## config.mk

```make
export PLATFORM = sky130hd
export DESIGN_NAME = jk_excitation_driver
export DESIGN_NICKNAME = d
export VERILOG_FILES = /design/src/rtl/jk_drv_pkg.sv /design/src/rtl/jk_target_fifo.sv /design/src/rtl/jk_excitation_driver.sv
export SDC_FILE = /design/constraint.sdc
export NUM_CORES = 1
export LEC_CHECK = 0
export BUFFER_PORTS_ARGS = -buffer_cell sky130_fd_sc_hd__buf_2
export CORE_MARGIN = 2
export CORE_UTILIZATION = 45
export DETAILED_ROUTE_END_ITERATION = 8
export GPL_TIMING_DRIVEN = 0
export PLACE_DENSITY_LB_ADDON = 0.15
export SYNTH_ARGS = -nofsm -noshare
export SYNTH_HDL_FRONTEND = slang
export SYNTH_SLANG_ARGS = --single-unit
```

## constraint.sdc

```tcl
create_clock -name clock -period 2.99 [get_ports clock]
set_input_delay 0.4485 -clock clock [delete_from_list [all_inputs] [get_ports clock]]
set_output_delay 0.4485 -clock clock [all_outputs]
set_load 0.02 [all_outputs]
```

## src/rtl/jk_drv_pkg.sv

```systemverilog
// Shared types and the JK excitation rule used by the excitation driver.
package jk_drv_pkg;

    typedef enum logic [1:0] {
        IDLE    = 2'd0,
        PRESENT = 2'd1,
        CHECK   = 2'd2
    } state_t;

    localparam int unsigned DC_SET_RESET = 0;
    localparam int unsigned DC_TOGGLE    = 1;

    // Returns {j, k} that moves one JK flip-flop from s to t.
    function automatic logic [1:0] excite(input logic s, input logic t, input int unsigned mode);
        logic [1:0] jk;
        jk = 2'b00;
        if (mode == DC_TOGGLE) begin
            jk = (s != t) ? 2'b11 : 2'b00;
        end else begin
            jk = {t & ~s, s & ~t};
        end
        return jk;
    endfunction

endpackage

```

## src/rtl/jk_target_fifo.sv

```systemverilog
// Synchronous target FIFO; pointers wrap modulo DEPTH (power of two).
module jk_target_fifo #(
    parameter int unsigned WIDTH = 4,
    parameter int unsigned DEPTH = 4
) (
    input  logic                       clock,
    input  logic                       reset,
    input  logic                       push,
    input  logic [WIDTH-1:0]           push_data,
    input  logic                       pop,
    output logic [WIDTH-1:0]           pop_data,
    output logic                       full,
    output logic                       empty,
    output logic [$clog2(DEPTH):0]     level
);

    localparam int unsigned AW = $clog2(DEPTH);
    localparam int unsigned LW = AW + 1;

    logic [AW-1:0]    wr_ptr;
    logic [AW-1:0]    rd_ptr;
    logic [LW-1:0]    count;
    logic [WIDTH-1:0] mem [DEPTH];
    logic             do_push;
    logic             do_pop;

    assign full     = (count == LW'(DEPTH));
    assign empty    = (count == '0);
    assign level    = count;
    assign pop_data = mem[rd_ptr];
    assign do_push  = push && !full;
    assign do_pop   = pop && !empty;

    always_ff @(posedge clock or posedge reset) begin
        if (reset) begin
            wr_ptr <= '0;
            rd_ptr <= '0;
            count  <= '0;
        end else begin
            if (do_push) begin
                wr_ptr <= wr_ptr + AW'(1);
            end
            if (do_pop) begin
                rd_ptr <= rd_ptr + AW'(1);
            end
            case ({do_push, do_pop})
                2'b10:   count <= count + LW'(1);
                2'b01:   count <= count - LW'(1);
                default: count <= count;
            endcase
        end
    end

    // Storage needs no reset: entries are only read once written.
    always_ff @(posedge clock) begin
        if (do_push) begin
            mem[wr_ptr] <= push_data;
        end
    end

endmodule

```

## src/rtl/jk_excitation_driver.sv

```systemverilog
// Converts a stream of desired bank states into J/K commands for a JK flip-flop bank,
// tracking the expected bank state and flagging feedback mismatches.
module jk_excitation_driver
    import jk_drv_pkg::*;
#(
    parameter int unsigned WIDTH   = 4,
    parameter int unsigned DEPTH   = 4,
    parameter int unsigned DC_MODE = 0
) (
    input  logic                   clock,
    input  logic                   reset,
    input  logic                   tgt_valid,
    input  logic [WIDTH-1:0]       tgt_data,
    output logic                   tgt_ready,
    input  logic                   step,
    input  logic [WIDTH-1:0]       q_fb,
    output logic [WIDTH-1:0]       j,
    output logic [WIDTH-1:0]       k,
    output logic                   jk_valid,
    output logic                   err,
    input  logic                   clear_err,
    output logic [$clog2(DEPTH):0] level
);

    state_t           state;
    logic [WIDTH-1:0] shadow;
    logic [WIDTH-1:0] target;
    logic [WIDTH-1:0] head;
    logic [WIDTH-1:0] next_j;
    logic [WIDTH-1:0] next_k;
    logic [1:0]       bit_jk;
    logic             fifo_full;
    logic             fifo_empty;
    logic             push;
    logic             pop;
    logic             mismatch;

    assign tgt_ready = !fifo_full;
    assign push      = tgt_valid && tgt_ready;
    assign pop       = (state == IDLE) && !fifo_empty;
    assign mismatch  = (state == CHECK) && (q_fb != shadow);

    jk_target_fifo #(
        .WIDTH (WIDTH),
        .DEPTH (DEPTH)
    ) u_fifo (
        .clock     (clock),
        .reset     (reset),
        .push      (push),
        .push_data (tgt_data),
        .pop       (pop),
        .pop_data  (head),
        .full      (fifo_full),
        .empty     (fifo_empty),
        .level     (level)
    );

    // Excitation from the tracked state to the FIFO head.
    always_comb begin
        next_j = '0;
        next_k = '0;
        bit_jk = 2'b00;
        for (int i = 0; i < int'(WIDTH); i++) begin
            bit_jk    = excite(shadow[i], head[i], DC_MODE);
            next_j[i] = bit_jk[1];
            next_k[i] = bit_jk[0];
        end
    end

    always_ff @(posedge clock or posedge reset) begin
        if (reset) begin
            state    <= IDLE;
            shadow   <= '0;
            target   <= '0;
            j        <= '0;
            k        <= '0;
            jk_valid <= 1'b0;
        end else begin
            case (state)
                IDLE: begin
                    if (!fifo_empty) begin
                        j        <= next_j;
                        k        <= next_k;
                        target   <= head;
                        jk_valid <= 1'b1;
                        state    <= PRESENT;
                    end else begin
                        j        <= '0;
                        k        <= '0;
                        jk_valid <= 1'b0;
                    end
                end
                PRESENT: begin
                    if (step) begin
                        shadow   <= target;
                        j        <= '0;
                        k        <= '0;
                        jk_valid <= 1'b0;
                        state    <= CHECK;
                    end
                end
                CHECK: begin
                    state <= IDLE;
                end
                default: begin
                    state <= IDLE;
                end
            endcase
        end
    end

    // Sticky error; a detected mismatch takes priority over clear_err.
    always_ff @(posedge clock or posedge reset) begin
        if (reset) begin
            err <= 1'b0;
        end else if (mismatch) begin
            err <= 1'b1;
        end else if (clear_err) begin
            err <= 1'b0;
        end
    end

endmodule

```

==> flow_summary.yaml, run 1 <==
timing:
  hold_viol_final: 0
  period_minus_slack_ns: 2.38
  grt_setup_unrepaired: "no"
  fin_skew_ns: 0.00699
  worstMarginPinSlew_ns: 1.03
  whs_ns: 0.356
  setup_viol: 0
  slew_viol_final: 0
  fmax_mhz: 419
  fin_setup_tns_ns: 0
  slew_headroom_pct: 31.2
  post-route-period-util_pct: 79.8
worst_setup_path:
  critPathCaptureType: "flip-flop"
  crit_top_cell: "xor2_1"
  critical_path.n_buffers_inverters: 2
  crit_path_max_fanout: 10
  cp-endpoint: "u_fifo.level[2]$_DFFE_PP0P_"
  cp_slowest_cell: "nor3_2"
  slowest_delay_ns: 0.50
  worstPathCellList: "nor3_2, buf_4, ha_1, inv_1, fa_1, xor2_1, nor2_1, xor2_1"
  reg2reg_depth: 8
  required_ns: 3.19
  r2r_end: "u_fifo.level[2]$_DFFE_PP0P_"
  r2r_start: "state[0]$_DFFE_PP0P_"
  worstSetupPathType: "reg2reg"
  r2r_slack_ns: 0.61
  critPathLaunch: "state[0]$_DFFE_PP0P_"
  cp.depth: 8
  crit_arrival_ns: 2.59
  cp_top_family: "simple AND/OR/NAND/NOR gates"
  start_kind: "flip-flop"
clock_network:
  clk_latency_ns: 0.28
  postCtsSetupBuffers: 0
  cts_buffers: 5
  post_cts_resized: 0
  path_clk_slew_ns: 0.08
  clock_sink_count: 43
  cts_htree_levels: 2
  clock-root-buffer: "clkbuf_8"
  cts_buffer_depth: 2
  cts_tree: "done"
  hold_buffers: 0
global_routing:
  antenna_found_initial: 0
  grt-ovfl-total: 0
  grt_use_total_pct: 14.8
  grt_pass1_vias: 1048
  grt_pass1_wl_mm: 4.77
  grt_max_degree: 28
yosys:
  synth_nets: 138
  netlist_area_sq_um: 1830
  syn-instance-count: 119
  ys_warn_count: 0
  synth_cell_types: 27
  syn_avg_cell_area_sq_um: 15.4
  ys_seq_area_share_pct: 63.3
  synth-seq-cells: 43
routing:
  drt-wirelength-per-cell_microns: 14.8
  first_pass_iters: 4
  drc_errors: 0
  vias_per_cell: 5.10
  wirelength_mm: 3.00
  vias: 1035
  drt_first_iter_violations: 70
  antenna_left: 0
place:
  dpl.cell_count: 195
  port_buffers: 26
  place_hpwl_mm: 2.21
  gp_congestion: 0.694
cells_and_area:
  layout.nets: 171
  n_fill_cell: 329
  fin_cells: 203
  area_delta_synth_final_pct: 16.4
  drive_gt1_share_pct: 35.9
  num_antenna_cells: 0
min_path:
  hold_class: "in2reg"
power_and_ir_drop:
  irDropWorstVdd_mv: 0.373
  powerDensity_nw_per_um2: 1090
  leakage_nw: 0.980
floorplan:
  die_w_microns: 67.7
  core-area_sq_um: 3940
  core.rowCount: 23
  io_pins: 27
  die_area_sq_um: 4590
  start_util_pct: 46.3
  die_height_microns: 67.7
outcome:
  status: "completed"
run:
  max_cap_viol_count: 0
cell families (layout without fill, tap and decap cells):
| logic type | Yosys count | in the layout | share of synthesized area, % |
|---|---|---|---|
| multiplexers | 14 | 14 | 11.2 |
| XOR/XNOR | 10 | 10 | 4.79 |
| flip-flops | 43 | 43 | 63.3 |
| adder cells (fa/ha/maj) | 6 | 6 | 4.52 |
| AO/OA/AOI/OAI | 12 | 12 | 6.16 |
| buffers and inverters | 22 | 56 | 5.14 |
| AND/OR/NAND/NOR | 12 | 12 | 4.86 |
state kept, by name (all words and copies together) (netlist names):
signal and cells:
err 1, j 4, jk_valid 1, k 4
shadow 4, state 2, target 4, u_fifo.level 3
u_fifo.mem 16, u_fifo.rd_ptr 2, u_fifo.wr_ptr 2
worst min path at each step:
stage,startpoint,to,depth (start not counted)
floorplan,target[0]$_DFFE_PP0P_,target[0]$_DFFE_PP0P_,1
detailed placement,jk_valid$_DFFE_PP0P_,jk_valid$_DFFE_PP0P_,1
finish,clear_err,err$_DFFE_PP0P_,2
CTS,clear_err,err$_DFFE_PP0P_,2
global placement,jk_valid$_DFFE_PP0P_,jk_valid$_DFFE_PP0P_,1
global route,clear_err,err$_DFFE_PP0P_,2
routing by layer:
layer,up-vias,part of all wire [%],track usage (%)
met5,-,0,0
met4,0,1.0,5.36
met3,4,4.7,5.00
met2,24,49,24.8
met1,522,45,17.8
li1,485,-,-
cell usage in the layout, fill, tap and decap left out, drive strengths merged, types with 2 or more instances in the layout:
cell type / synthesis / final
ha: 5 / 5
xor2: 8 / 8
xnor2: 2 / 2
mux4: 4 / 4
clkbuf: 0 / 7
dfrtp: 27 / 27
a21o: 2 / 2
inv: 19 / 19
edfxtp: 16 / 16
nor3: 2 / 2
and3: 4 / 4
a32o: 8 / 8
mux2: 9 / 9
buf: 3 / 29
stage by stage:
step | instance area [sq um] | setup WS, ns | util, % | total power, mW
floorplan | 1830 | 0.782 | - | 1.66
global placement | 2020 | 0.697 | 51.2 | 1.86
detailed placement | 2020 | 0.607 | 51.2 | 1.91
CTS | 2130 | 0.588 | 53.9 | 2.35
global route | 2130 | 0.404 | 53.9 | 2.49
finish | 2130 | 0.605 | 53.9 | 2.31
power breakdown:
group	internal, mW	switching, mW
Combinational	0.440	0.461
Clock	0.250	0.182
Sequential	0.828	0.149
synth_stat cells:
master	instances	area share [%]
dfrtp_1	27	37
inv_1	19	3.9
edfxtp_1	16	26
a32o_1	8	4.4
mux2_2	8	4.9
xor2_1	8	3.8
ha_1	5	3.4
and3_2	4	1.6
mux4_2	4	4.9
a21o_1	2	0.82
xnor2_1	2	0.96
a31o_2	1	0.48
and2_4	1	0.48
buf_1	1	0.21
buf_4	1	0.41
buf_6	1	0.62
fa_1	1	1.1
mux2_4	1	0.82
mux2i_1	1	0.55
nand3_1	1	0.27
nor2_1	1	0.21
nor3_1	1	0.27
nor3_2	1	0.55
nor4_1	1	0.34
nor4b_1	1	0.48
o32ai_1	1	0.48
or3b_4	1	0.62
worst reg2reg max path, stage by stage, from the launching register on:
cell and delay, ns:
dfrtp_1 0.46, nor3_2 0.50, buf_4 0.29, ha_1 0.20
inv_1 0.06, fa_1 0.37, xor2_1 0.15, nor2_1 0.13
xor2_1 0.16
layout make-up:
type	count	area (sq um)	share of cell area, %
sequential	43	1160	54.4
timing repair buffer	26	130	6.12
clock inverter	1	30.0	1.41
inverter	19	71.3	3.35
multi-input combinational	54	577	27.1
buffer	3	22.5	1.06
tap	50	62.6	2.94
clock buffer	7	76.3	3.59
No activity file was read; power rests on OpenSTA's default activity.
==> inputs of run 2 (changes only) <==
- clock period: 2.99 -> 2.2 ns (I/O delays scaled with it)
==> run 2 against run 1 <==
Worst hold slack worse by 0.12 ns; sequential cell count stayed put; critical endpoint unchanged; clock skew hardly changed; sequential power is 36% higher; global-route usage hardly changed; cell count is 3.0% higher; die area stayed put; combinational power is 49% higher; wire length is 3.5% higher; non-clock buffer count is 6 higher; register-to-register slack worse by 0.50 ns.
==> flow_summary.yaml, run 2 (synthesized netlist as in run 1, its figures left out) <==
outcome:
  status: "completed"
global_routing:
  antenna_found_initial: 0
  grt-ovfl-total: 0
  grt_max_degree: 28
  grt_pass1_wl_mm: 4.84
  grt_pass1_vias: 1083
  grt_use_total_pct: 14.8
routing:
  vias: 1072
  wirelength_mm: 3.11
  antenna_left: 0
  vias_per_cell: 5.13
  drc_errors: 0
  drt_first_iter_violations: 83
  drt-wirelength-per-cell_microns: 14.9
  first_pass_iters: 4
worst_setup_path:
  worstSetupPathType: "reg2reg"
  r2r_start: "u_fifo.level[1]$_DFFE_PP0P_"
  crit_arrival_ns: 2.30
  crit_path_max_fanout: 6
  cp_slowest_cell: "or3b_4"
  cp_top_family: "simple AND/OR/NAND/NOR gates"
  r2r_slack_ns: 0.11
  required_ns: 2.41
  r2r_end: "u_fifo.level[2]$_DFFE_PP0P_"
  critPathCaptureType: "flip-flop"
  reg2reg_depth: 9
  cp.depth: 9
  slowest_delay_ns: 0.44
  critical_path.n_buffers_inverters: 2
  start_kind: "flip-flop"
  worstPathCellList: "or3b_4, and2_4, inv_1, ha_2, inv_1, fa_2, xor2_1, nor2_1, xor2_1"
timing:
  fin_skew_ns: 0.00727
  setup_viol: 0
  slew_headroom_pct: 31.8
  period_minus_slack_ns: 2.09
  grt_setup_unrepaired: "no"
  hold_viol_final: 0
  fmax_mhz: 477
  post-route-period-util_pct: 95.2
  worstMarginPinSlew_ns: 1.02
  setup_slack_ns: 0.106
  slew_viol_final: 0
  whs_ns: 0.235
cells_and_area:
  fin_cells: 209
  regMostFlops: "u_fifo.mem"
  drive_gt1_share_pct: 42.1
  area_delta_synth_final_pct: 18.7
  finalInstanceArea_sq_um: 2170
  final_common_cell: "buf_2"
  num_antenna_cells: 0
  layout_common_cells: "buf_2, dfrtp_1, inv_1, edfxtp_1"
  largest_reg_flops: 16
  layout.nets: 177
place:
  port_buffers: 26
  gp_congestion: 0.694
  dpl_cell_area_sq_um: 2020
  dpl.cell_count: 195
  place_ws_ns: -0.195
  place_hpwl_mm: 2.29
clock_network:
  cts_tree: "done"
  clk_latency_ns: 0.29
  cts_buffer_depth: 2
  cts_htree_levels: 2
  clock_sink_count: 43
  cts_buffers: 5
  path_clk_slew_ns: 0.08
  clock-root-buffer: "clkbuf_8"
min_path:
  hold_class: "in2reg"
  min_to: "err$_DFFE_PP0P_"
  worstHoldPathCells: 2
  min_from: "clear_err"
floorplan:
  io_pins: 27
  start_util_pct: 46.3
  die_area_sq_um: 4590
  core.rowCount: 23
  core-area_sq_um: 3940
  die_height_microns: 67.7
  die_w_microns: 67.7
power_and_ir_drop:
  leakage_nw: 0.997
  powerDensity_nw_per_um2: 1450
  irDropWorstVdd_mv: 0.523
run:
  max_cap_viol_count: 0
[run 2: cell types whose count changed in the layout (fill, tap and decap cells not counted), sizes merged]
| cell | before | now |
|---|---|---|
| clkinv | 0 | 1 |
| clkinvlp | 0 | 1 |
| buf | 29 | 35 |
| bufinv | 1 | 0 |
| clkbuf | 7 | 6 |
[run 2: what timing repair did]
item,4_1_cts,5_1_grt
gates resized for setup,1,3
hold buffers,0,0
hold endpoints to repair,0,0
buffers inserted,2,4
pin swaps,1,3
setup endpoints to repair,2,1
[run 2: power breakdown]
group	internal (mW)	leakage, nW	switching (mW)
Clock	0.222	0.0412	0.252
Combinational	0.671	0.479	0.666
Sequential	1.13	0.477	0.202
[run 2: layer usage]
| layer | part of all wire, % | vias to the layer above | wire, microns | GRT usage [%] |
|---|---|---|---|---|
| met5 | 0 | - | 0 | 0 |
| met4 | 0.61 | 0 | 19 | 5.87 |
| met3 | 4.9 | 2 | 153 | 4.17 |
| met2 | 51 | 28 | 1590 | 25.1 |
| met1 | 43 | 546 | 1340 | 17.7 |
| li1 | - | 496 | - | - |
[run 2: per-stage QoR]
| stage | util, % | setup TNS (ns) | total power [mW] |
|---|---|---|---|
| after detailed placement | 51.3 | -0.195 | 2.62 |
| after CTS | 54.0 | 0 | 3.13 |
| after global routing | 55.0 | 0 | 3.37 |
| after floorplan | - | 0 | 2.26 |
| final | 55.0 | 0 | 3.14 |
| after global placement | 51.3 | -0.0968 | 2.53 |
[run 2: cell type report]
class / count / area, sq um
Clock buffer: 6 / 72.6
Buffer: 3 / 22.5
Timing Repair Buffer: 32 / 175
Multi-Input combinational cell: 54 / 593
Sequential cell: 43 / 1160
Clock inverter: 2 / 12.5
Inverter: 19 / 71.3
Fill cell: 326 / 1770
Tap cell: 50 / 62.6
[run 2: how the worst max path moves through the flow]
stage	startpoint	endpoint	slack (ns)
2_1_floorplan	u_fifo.level[0]$_DFFE_PP0P_	u_fifo.level[2]$_DFFE_PP0P_	0.005
3_3_place_gp	state[0]$_DFFE_PP0P_	u_fifo.level[2]$_DFFE_PP0P_	-0.1
3_5_place_dp	state[0]$_DFFE_PP0P_	u_fifo.level[2]$_DFFE_PP0P_	-0.19
4_1_cts	u_fifo.level[0]$_DFFE_PP0P_	u_fifo.level[2]$_DFFE_PP0P_	0.01
5_1_grt	u_fifo.level[1]$_DFFE_PP0P_	u_fifo.level[2]$_DFFE_PP0P_	0.006
6_report	u_fifo.level[1]$_DFFE_PP0P_	u_fifo.level[2]$_DFFE_PP0P_	0.11
==> inputs of run 3 (changes only) <==
- GPL_TIMING_DRIVEN: 0 -> 1
==> run 3 against run 2 <==
Power rose by 0.89%; final area fell by 0.29%; fmax rose by 0.59%; clock skew rose by 0.0011 ns; utilization fell by 0.16 points; wire length fell by 3.4%; first-iteration DRC count fell by 65%; highest routed layer unchanged; clock-buffer cell count rose by 1; largest power group is now registers.
==> flow_summary.yaml, run 3 (synthesized netlist as in run 1, its figures left out) <==
cells_and_area:
  layout.nets: 174
  fin_cells: 206
  num_antenna_cells: 0
  area_delta_synth_final_pct: 18.4
  finalInstanceArea_sq_um: 2160
  largest_reg_flops: 16
  final_common_cell: "buf_2"
  regMostFlops: "u_fifo.mem"
  drive_gt1_share_pct: 41.7
  layout_common_cells: "buf_2, dfrtp_1, inv_1, edfxtp_1"
worst_setup_path:
  worstPathCellList: "or3b_4, and2_4, inv_1, ha_2, inv_1, fa_2, xor2_1, nor2_1, xor2_1"
  slowest_delay_ns: 0.42
  critPathCaptureType: "flip-flop"
  required_ns: 2.41
  crit_path_max_fanout: 4
  r2r_start: "u_fifo.level[1]$_DFFE_PP0P_"
  start_kind: "flip-flop"
  r2r_end: "u_fifo.level[2]$_DFFE_PP0P_"
  reg2reg_depth: 9
  cp.depth: 9
  worstSetupPathType: "reg2reg"
  critical_path.n_buffers_inverters: 2
  crit_arrival_ns: 2.29
  r2r_slack_ns: 0.12
  cp_slowest_cell: "or3b_4"
  cp_top_family: "simple AND/OR/NAND/NOR gates"
timing:
  post-route-period-util_pct: 94.6
  fmax_mhz: 480
  slew_headroom_pct: 75.5
  setup_slack_ns: 0.118
  hold_viol_final: 0
  grt_setup_unrepaired: "no"
  worstMarginPinSlew_ns: 0.362
  setup_viol: 0
  fin_setup_tns_ns: 0
  slew_viol_final: 0
  period_minus_slack_ns: 2.08
  fin_skew_ns: 0.00836
floorplan:
  core.rowCount: 23
  die_height_microns: 67.7
  start_util_pct: 46.3
  core-area_sq_um: 3940
  io_pins: 27
  die_area_sq_um: 4590
  die_w_microns: 67.7
place:
  gp_congestion: 0.707
  dpl.cell_count: 195
  port_buffers: 26
  place_hpwl_mm: 2.26
  dpl_cell_area_sq_um: 2020
  place_ws_ns: 0.0363
clock_network:
  clock_sink_count: 43
  clk_latency_ns: 0.29
  cts_buffer_depth: 2
  clock-root-buffer: "clkbuf_8"
  path_clk_slew_ns: 0.08
  cts_htree_levels: 2
  cts_tree: "done"
  cts_buffers: 5
power_and_ir_drop:
  power.internal_mw: 2.08
  power_frac_comb_pct: 39.6
  power.total_mw: 3.17
  p_switching_mw: 1.09
  irDropWorstVdd_mv: 0.790
  clkPwrFrac_pct: 18.0
  p_seq_share_pct: 42.3
  p_sw_share_pct: 34.3
  leakage_nw: 0.999
  powerDensity_nw_per_um2: 1470
run:
  max_cap_viol_count: 0
routing:
  first_pass_iters: 4
  drt-wirelength-per-cell_microns: 14.6
  vias: 1034
  vias_per_cell: 5.02
  antenna_left: 0
  drc_errors: 0
  wirelength_mm: 3.00
  drt_first_iter_violations: 29
global_routing:
  grt_pass1_wl_mm: 5.00
  grt_max_degree: 28
  grt-ovfl-total: 0
  grt_use_total_pct: 15.6
  grt_pass1_vias: 1085
  antenna_found_initial: 0
outcome:
  status: "completed"
min_path:
  hold_class: "in2async"
## run 3: repair_timing
item / in CTS / in global routing
gates resized for setup: 0 / 2
buffers inserted: 0 / 3
endpoints found under the setup margin: 0 / 1
hold buffers: 0 / 0
## run 3: how the worst max path moves through the flow
stage | start | endpoint
finish | u_fifo.level[1]$_DFFE_PP0P_ | u_fifo.level[2]$_DFFE_PP0P_
global route | u_fifo.level[1]$_DFFE_PP0P_ | u_fifo.level[2]$_DFFE_PP0P_
CTS | u_fifo.level[1]$_DFFE_PP0P_ | u_fifo.level[2]$_DFFE_PP0P_
floorplan | u_fifo.level[0]$_DFFE_PP0P_ | u_fifo.level[2]$_DFFE_PP0P_
detailed placement | u_fifo.level[1]$_DFFE_PP0P_ | u_fifo.level[2]$_DFFE_PP0P_
global placement | u_fifo.level[0]$_DFFE_PP0P_ | u_fifo.level[2]$_DFFE_PP0P_
## run 3: worst reg2reg max path: cells and delay by family, from the launching register on
family	cells	cell delay (ns)
xor+xnor	2	0.30
fa+ha+maj	2	0.50
flops	1	0.38
simple gates	3	0.71
buf+inv	2	0.10
## run 3: layer usage
layer	wire, microns	share of wire, %	up-vias	track usage [%]
li1	-	-	493	-
met1	1260	42	511	19.2
met2	1540	51	26	25.5
met3	155	5.2	4	5.00
met4	44	1.5	0	6.12
met5	0	0	-	0
## run 3: final cells by class
cell class | count | area (sq um)
fillers | 324 | 1780
flip-flops and latches | 43 | 1160
multi-input cells | 54 | 582
repair buffers | 32 | 175
clock buffers | 7 | 108
inverters | 19 | 71.3
well taps | 50 | 62.6
clock inverters | 1 | 5.00
## run 3: per-stage QoR
stage | hold slack (ns) | util, %
CTS | 0.104 | 54.1
floorplan | 0.383 | -
global placement | 0.397 | 51.3
global route | 0.116 | 54.8
detailed placement | 0.425 | 51.3
finish | 0.0989 | 54.8
## run 3: power groups by stage
| stage | Combinational [mW] | Sequential, mW | Clock, mW |
|---|---|---|---|
| 2_1_floorplan | 0.856 | 1.41 | 0 |
| 3_3_place_gp | 1.17 | 1.35 | 0 |
| 3_5_place_dp | 1.22 | 1.37 | 0 |
| 4_1_cts | 1.23 | 1.35 | 0.592 |
| 5_1_grt | 1.39 | 1.39 | 0.632 |
| 6_report | 1.26 | 1.34 | 0.572 |
